<file path="config.mk">
export PLATFORM = sky130hd
export DESIGN_NAME = rl_arbiter_flat
export DESIGN_NICKNAME = d
export VERILOG_FILES = /design/src/rtl/rl_noc_pkg.sv /design/src/rtl/rl_arbiter_if.sv /design/src/rtl/rl_arb_fifo.sv /design/src/rtl/rl_arbiter.sv /design/src/flat_wrapper.sv
export SDC_FILE = /design/constraint.sdc
export NUM_CORES = 1
export LEC_CHECK = 0
export CORE_ASPECT_RATIO = 1.25
export CORE_MARGIN = 1.5
export CORE_UTILIZATION = 41
export DETAILED_ROUTE_END_ITERATION = 10
export PLACE_DENSITY = 0.75
export SLEW_MARGIN = 25
export SYNTH_ARGS = -nofsm -noshare
export SYNTH_HDL_FRONTEND = slang
export SYNTH_SLANG_ARGS = --single-unit
</file>
<file path="constraint.sdc">
create_clock -name clk -period 1.5 [get_ports clk]
set_input_delay 0.15 -clock clk [delete_from_list [all_inputs] [get_ports clk]]
set_output_delay 0.15 -clock clk [all_outputs]
set_load 0.01 [all_outputs]
</file>
<file path="src/rtl/rl_noc_pkg.sv">
// Shared NoC definitions for the routing-logic arbiter slice.
//   FLIT_W     : flit width (type bit, 3-bit destination, 7-bit payload)
//   flit_t     : flit type
//   TYPE_BIT / DEST_LSB / DEST_MSB / PAYLOAD_LSB : flit field positions
//   NUM_PORTS  : number of arbitrated inputs
//   rr_wrap_inc: modulo-3 increment used by the round-robin search
package rl_noc_pkg;

    localparam int unsigned FLIT_W      = 11;
    typedef logic [FLIT_W-1:0] flit_t;

    localparam int unsigned TYPE_BIT    = 0;
    localparam int unsigned DEST_LSB    = 1;
    localparam int unsigned DEST_MSB    = 3;
    localparam int unsigned PAYLOAD_LSB = 4;

    localparam int unsigned NUM_PORTS   = 3;

    typedef logic [1:0] rr_idx_t;

    // Next index in the 0 -> 1 -> 2 -> 0 search ring.
    function automatic rr_idx_t rr_wrap_inc(input rr_idx_t idx);
        return (idx >= 2'd2) ? 2'd0 : idx + 2'd1;
    endfunction

endpackage

</file>
<file path="src/rtl/rl_arbiter_if.sv">
// Handshake bundle between the neighbouring stages / downstream consumer and rl_arbiter.
//   in_valid  : per-input flit valid
//   in_data   : per-input flit, input i at [i*WIDTH +: WIDTH]
//   in_ready  : one-hot grant back to the inputs
//   out_valid : output FIFO head valid
//   out_data  : output FIFO head flit
//   out_ready : downstream accept
// Modports: master = environment side (senders + consumer), slave = arbiter side.
interface rl_arbiter_if #(
    parameter int unsigned WIDTH  = 11,
    parameter int unsigned NUM_IN = 3
);
    logic [NUM_IN-1:0]       in_valid;
    logic [NUM_IN*WIDTH-1:0] in_data;
    logic [NUM_IN-1:0]       in_ready;
    logic                    out_valid;
    logic [WIDTH-1:0]        out_data;
    logic                    out_ready;

    modport master (
        output in_valid, in_data, out_ready,
        input  in_ready, out_valid, out_data
    );

    modport slave (
        input  in_valid, in_data, out_ready,
        output in_ready, out_valid, out_data
    );
endinterface

</file>
<file path="src/rtl/rl_arb_fifo.sv">
// Small circular output FIFO for rl_arbiter.
//   clk, rst_n : clock, asynchronous active-low reset (clears storage and pointers)
//   push       : write push_data at the tail (ignored when full)
//   push_data  : flit to write
//   pop        : advance the head (ignored when empty)
//   pop_data   : head flit; while empty, the most recently popped flit
//   count      : occupancy
//   full/empty : occupancy flags
module rl_arb_fifo #(
    parameter int unsigned WIDTH     = 11,
    parameter int unsigned OUT_DEPTH = 2,
    localparam int unsigned PtrW     = (OUT_DEPTH > 1) ? $clog2(OUT_DEPTH) : 1,
    localparam int unsigned CntW     = $clog2(OUT_DEPTH + 1)
) (
    input  logic             clk,
    input  logic             rst_n,
    input  logic             push,
    input  logic [WIDTH-1:0] push_data,
    input  logic             pop,
    output logic [WIDTH-1:0] pop_data,
    output logic [CntW-1:0]  count,
    output logic             full,
    output logic             empty
);

    logic [WIDTH-1:0] mem_q [OUT_DEPTH];
    logic [PtrW-1:0]  head_q, tail_q, head_prev;
    logic [CntW-1:0]  count_q;
    logic             do_push, do_pop;

    function automatic logic [PtrW-1:0] ptr_inc(input logic [PtrW-1:0] p);
        return (p == PtrW'(OUT_DEPTH - 1)) ? '0 : p + 1'b1;
    endfunction

    assign full    = (count_q == CntW'(OUT_DEPTH));
    assign empty   = (count_q == '0);
    assign count   = count_q;
    assign do_push = push && !full;
    assign do_pop  = pop && !empty;

    // Slot behind the head holds the last popped flit; showing it while empty keeps
    // out_data stable once the FIFO drains. Pushes never target it while empty.
    assign head_prev = (head_q == '0) ? PtrW'(OUT_DEPTH - 1) : head_q - 1'b1;
    assign pop_data  = empty ? mem_q[head_prev] : mem_q[head_q];

    always_ff @(posedge clk or negedge rst_n) begin
        if (!rst_n) begin
            for (int i = 0; i < OUT_DEPTH; i++) begin
                mem_q[i] <= '0;
            end
            head_q  <= '0;
            tail_q  <= '0;
            count_q <= '0;
        end else begin
            if (do_push) begin
                mem_q[tail_q] <= push_data;
                tail_q        <= ptr_inc(tail_q);
            end
            if (do_pop) begin
                head_q <= ptr_inc(head_q);
            end
            if (do_push && !do_pop) begin
                count_q <= count_q + 1'b1;
            end else if (do_pop && !do_push) begin
                count_q <= count_q - 1'b1;
            end
        end
    end

endmodule

</file>
<file path="src/rtl/rl_arbiter.sv">
// Three-input round-robin arbiter feeding the routing-logic arbiter input through a small
// output FIFO. Grants depend only on input valids, the round-robin pointer and FIFO
// occupancy, so out_ready never reaches in_ready combinationally.
//   clk, rst_n : clock, asynchronous active-low reset
//   bus        : rl_arbiter_if.slave (in_valid/in_data/in_ready, out_valid/out_data/out_ready)
//   grant_cnt  : per-input saturating accepted-flit counters, input i at [i*CNT_W +: CNT_W]
//                (only when RL_ARB_STATS_EN is defined)
// Optional feature macro: RL_ARB_STATS_EN
module rl_arbiter
    import rl_noc_pkg::*;
#(
    parameter int unsigned WIDTH     = FLIT_W,
    parameter int unsigned NUM_IN    = NUM_PORTS,
    parameter int unsigned OUT_DEPTH = 2,
    parameter int unsigned CNT_W     = 16
) (
    input  logic               clk,
    input  logic               rst_n,
    rl_arbiter_if.slave        bus
`ifdef RL_ARB_STATS_EN
    ,
    output logic [NUM_IN*CNT_W-1:0] grant_cnt
`endif
);

    localparam int unsigned CntW = $clog2(OUT_DEPTH + 1);

    if (NUM_IN != 3) begin : g_bad_num_in
        $error("rl_arbiter: only NUM_IN == 3 is supported");
    end
    if (OUT_DEPTH < 1) begin : g_bad_depth
        $error("rl_arbiter: OUT_DEPTH must be at least 1");
    end
    if (CNT_W < 1) begin : g_bad_cnt_w
        $error("rl_arbiter: CNT_W must be at least 1");
    end

    rr_idx_t           rr_ptr_q, grant_idx, cand;
    logic              grant_vld;
    logic [NUM_IN-1:0] grant;
    logic [WIDTH-1:0]  push_data;
    logic              fifo_full, fifo_empty, fifo_pop;
    logic [CntW-1:0]   fifo_count;

    // Search rr_ptr+1, +2, +3 (mod 3); no grant while full or in reset.
    always_comb begin
        grant_vld = 1'b0;
        grant_idx = rr_ptr_q;
        cand      = rr_ptr_q;
        for (int k = 0; k < NUM_IN; k++) begin
            cand = rr_wrap_inc(cand);
            if (!grant_vld && bus.in_valid[cand]) begin
                grant_vld = 1'b1;
                grant_idx = cand;
            end
        end
        if (!rst_n || fifo_full) begin
            grant_vld = 1'b0;
        end
        grant = '0;
        if (grant_vld) begin
            grant[grant_idx] = 1'b1;
        end
    end

    always_comb begin
        push_data = '0;
        for (int i = 0; i < NUM_IN; i++) begin
            if (grant[i]) begin
                push_data = bus.in_data[i*WIDTH +: WIDTH];
            end
        end
    end

    assign bus.in_ready = grant;

    always_ff @(posedge clk or negedge rst_n) begin
        if (!rst_n) begin
            rr_ptr_q <= 2'd2;
        end else if (grant_vld) begin
            rr_ptr_q <= grant_idx;
        end
    end

    assign fifo_pop      = bus.out_valid && bus.out_ready;
    assign bus.out_valid = !fifo_empty;

    rl_arb_fifo #(
        .WIDTH     (WIDTH),
        .OUT_DEPTH (OUT_DEPTH)
    ) u_fifo (
        .clk       (clk),
        .rst_n     (rst_n),
        .push      (grant_vld),
        .push_data (push_data),
        .pop       (fifo_pop),
        .pop_data  (bus.out_data),
        .count     (fifo_count),
        .full      (fifo_full),
        .empty     (fifo_empty)
    );

    a_count_in_range : assert property (@(posedge clk) disable iff (!rst_n)
        fifo_count <= CntW'(OUT_DEPTH));

`ifdef RL_ARB_STATS_EN
    logic [CNT_W-1:0] cnt_q [NUM_IN];

    always_ff @(posedge clk or negedge rst_n) begin
        if (!rst_n) begin
            for (int i = 0; i < NUM_IN; i++) begin
                cnt_q[i] <= '0;
            end
        end else begin
            for (int i = 0; i < NUM_IN; i++) begin
                if (grant[i] && (cnt_q[i] != '1)) begin
                    cnt_q[i] <= cnt_q[i] + 1'b1;
                end
            end
        end
    end

    for (genvar gi = 0; gi < NUM_IN; gi++) begin : g_cnt_out
        assign grant_cnt[gi*CNT_W +: CNT_W] = cnt_q[gi];
    end
`endif

endmodule

</file>
<file path="src/flat_wrapper.sv">
// flat-port wrapper written by rule: the top's interface ports become plain ports
module rl_arbiter_flat import rl_noc_pkg::*;
#(
    parameter int unsigned WIDTH     = FLIT_W,
    parameter int unsigned NUM_IN    = NUM_PORTS,
    parameter int unsigned OUT_DEPTH = 2,
    parameter int unsigned CNT_W     = 16
)
  (clk, rst_n, bus_in_valid, bus_in_data, bus_out_ready, bus_in_ready, bus_out_valid, bus_out_data);
  rl_arbiter_if #(.WIDTH(WIDTH), .NUM_IN(NUM_IN)) bus_i ();
  input  logic clk;
  input  logic rst_n;
  input wire logic [$bits(bus_i.in_valid)-1:0] bus_in_valid;
  input wire logic [$bits(bus_i.in_data)-1:0] bus_in_data;
  input wire logic [$bits(bus_i.out_ready)-1:0] bus_out_ready;
  output wire logic [$bits(bus_i.in_ready)-1:0] bus_in_ready;
  output wire logic [$bits(bus_i.out_valid)-1:0] bus_out_valid;
  output wire logic [$bits(bus_i.out_data)-1:0] bus_out_data;
  assign bus_i.in_valid = bus_in_valid;
  assign bus_i.in_data = bus_in_data;
  assign bus_i.out_ready = bus_out_ready;
  assign bus_in_ready = bus_i.in_ready;
  assign bus_out_valid = bus_i.out_valid;
  assign bus_out_data = bus_i.out_data;
  rl_arbiter #(.WIDTH(WIDTH), .NUM_IN(NUM_IN), .OUT_DEPTH(OUT_DEPTH), .CNT_W(CNT_W)) u_core (.clk(clk), .rst_n(rst_n), .bus(bus_i));
endmodule
</file>
==> results.yml <==
die:
  num_rows: 25
  io_pins: 54
  dieArea_um2: 4470
  die_w_um: 60.1
  coreArea_um2: 3850
  die_h_um: 74.3
  initial_core_util: 0.434
synth:
  ys_warn_count: 0
  synth_seq_area_share: 0.421
  synth_cells: 180
  syn-num-nets: 220
  synth_flop_cell: "dfrtp_1"
  synth.distinct_cells: 35
  syn_area_um2: 1670
  synthArstFlopShare: 1.00
  synth-edff-count: 0
  ys_ff_latch: 28
  avgSynthCellArea_um2: 9.27
finish:
  layout-drive-gt1-share: 0.431
  final_nets: 310
  diodes: 0
  multi_input_area_um2: 1280
  stdcell_count: 323
  fin_area_um2: 3050
  final-seq-area_um2: 702
  nFillCells: 231
  syn2layout_area_growth_pct: 82.9
timing:
  finalWorstSetupSlack_ps: -458
  skew_ps: 2.36
  setup_viol: 38
  tightest_slew_ps: 564
  fin_crit_sh: 1.31
  layout_min_cycle_time_ps: 1960
  grt_setup_unrepaired: "true"
  slew_headroom: 0.624
  holdWs_ps: 313
  fmax_mhz: 511
  slew_viol_final: 0
  hold_violations: 0
setup_path:
  reg2regPathDepth: 6
  cp.required_ps: 1350
  critical_path.top_delay_family: "flip-flops"
  cp_cell_sequence: "or2_4, xor2_4, buf_6, buf_6, mux2_4, buf_6"
  crit_fanout: 4
  crit_buf_inv: 3
  arrival_ps: 1810
  start_kind: "flip-flop"
  worstSetupPathDepth: 6
  critical_path_class: "flip-flop to output pin"
  crit_slowest_cell: "dfrtp_1"
  critical-path-max-stage-delay_ps: 390
  end_kind: "output pin"
  path_common_cell: "buf_6"
global_routing:
  grt_usage: 0.279
  grt_pass1_vias: 1970
  overflow: 0
  antenna_found_initial: 0
  grt_pass1_wl_um: 9320
  grt_max_degree: 23
job:
  max_cap_violations: 0
clock_tree:
  cts_buffers: 3
  clkTransAtPathRegs_ps: 90
  cts_sinks: 28
  clkLatencyLatePin_ps: 270
  clockBufferDepth: 2
  cts_hold_buf: 0
  cts_root_buf: "clkbuf_8"
  h-tree-depth: 1
  cts_tree: "built"
detailed_routing:
  drt_wl_total_um: 6170
  vias_per_cell: 5.82
  drtAntennaViolNets: 0
  drc: 0
  drt_pass1_iterations: 4
  wl_per_cell_um: 19.1
  drt-initial-drc-count: 135
  vias: 1880
worst_hold_path:
  hold_class: "primary input to async pin"
power_and_ir_drop:
  total_power_w: 0.00671
  irDropWorstVdd_uv: 1360
  powerDensity_nw_per_um2: 2200
  leakage_nw: 1.26
status:
  status: "finished, violations left"
  violations: "negative setup slack"
placed_design:
  dp_hpwl_um: 3520
  dp_cells: 305
  gp_congestion: 0.782
  portBuffers: 53
  dpl_cell_area_um2: 2450
-- sequential cells by signal, summed over array words and instances, names as in the netlist --
signal	cells
u_core.rr_ptr_q	2
u_core.u_fifo.count	2
u_core.u_fifo.head_q	1
u_core.u_fifo.mem_q	22
u_core.u_fifo.tail_q	1
-- per-layer routing --
metal / share of wire / vias to the layer above / GRT usage
li1: - / 851 / -
met1: 0.36 / 924 / 0.331
met2: 0.55 / 91 / 0.476
met3: 0.066 / 14 / 0.0487
met4: 0.019 / 0 / 0.143
met5: 0 / - / 0
-- timing repair --
| action | CTS | global route |
|---|---|---|
| gates cloned | 2 | 0 |
| resized for setup | 162 | 18 |
| pin swaps | 32 | 14 |
| buffers inserted | 12 | 5 |
| endpoints found under the setup margin | 40 | 39 |
-- cell usage after synthesis (2+ instances only) --
cell type,n,area [um^2]
a211oi_1,10,75.1
a21oi_1,3,15.0
a31oi_1,2,12.5
buf_2,6,30.0
clkbuf_1,5,18.8
dfrtp_1,27,676
inv_1,3,11.3
mux2_2,12,135
nand2_1,25,93.8
nand2b_1,4,25.0
nand4_1,3,18.8
nor2_1,3,11.3
nor3_1,3,15.0
nor4_1,12,75.1
o21ai_0,17,85.1
o21ai_1,4,20.0
o31ai_1,20,150
xnor2_1,2,17.5
xor2_1,3,26.3
-- cells by family (layout without fill, tap and decap cells) --
kind of cell	count (synthesis)	count (layout)	synth area share
AO/OA/AOI/OAI	59	59	0.233
adder cells (fa/ha/maj)	1	1	0.00750
XOR/XNOR	5	5	0.0262
buffers and inverters	16	105	0.0472
multiplexers	13	13	0.0877
AND/OR/NAND/NOR	58	58	0.178
flip-flops	28	28	0.421
-- layout make-up --
class | count | share of cell area
repair buffers | 98 | 0.309
multi-input cells | 136 | 0.420
clock buffers | 4 | 0.0148
flip-flops and latches | 28 | 0.230
well taps | 54 | 0.0221
inverters | 3 | 0.00451
-- final timing paths --
path / from / end / slack (ps)
setup / recovery: u_core.u_fifo.count[1] / bus_out_data[2] / -460
hold / removal: rst_n / u_core.u_fifo.tail_q / 310
setup reg to reg: u_core.rr_ptr_q[1] / u_core.u_fifo.mem_q[0] / -330
hold reg to reg: u_core.u_fifo.mem_q[7] / u_core.u_fifo.mem_q[7] / 480
max in group asynchronous: rst_n / u_core.u_fifo.mem_q[7] / 690
min in group clk: u_core.u_fifo.mem_q[7] / u_core.u_fifo.mem_q[7] / 480
-- report_power, final --
part	switching, W	internal (W)
registers	0.000244	0.00115
logic	0.00220	0.00269
clock network	0.000229	0.000191
total	0.00268	0.00403
-- metrics by stage --
stage                     worst slack (ps)   util  TNS, ps
after floorplan                      -69.5      -    -1840
after global placement                -496  0.637   -14940
after detailed placement              -507  0.637   -15680
after CTS                             -432  0.770   -10970
after global routing                  -491  0.793   -14370
final                                 -458  0.793   -12200
-- cells in the final DEF (no fill, tap or decap), types with 6 or more instances in the layout --
cell and count:
clkdlybuf4s50_1 35, buf_4 31, dfrtp_1 27, nand2_1 23
buf_6 23, o21ai_1 19, o31ai_1 17, mux2_4 13
nor4_4 9, a211oi_4 6
No activity file was read; power rests on OpenSTA's default activity.
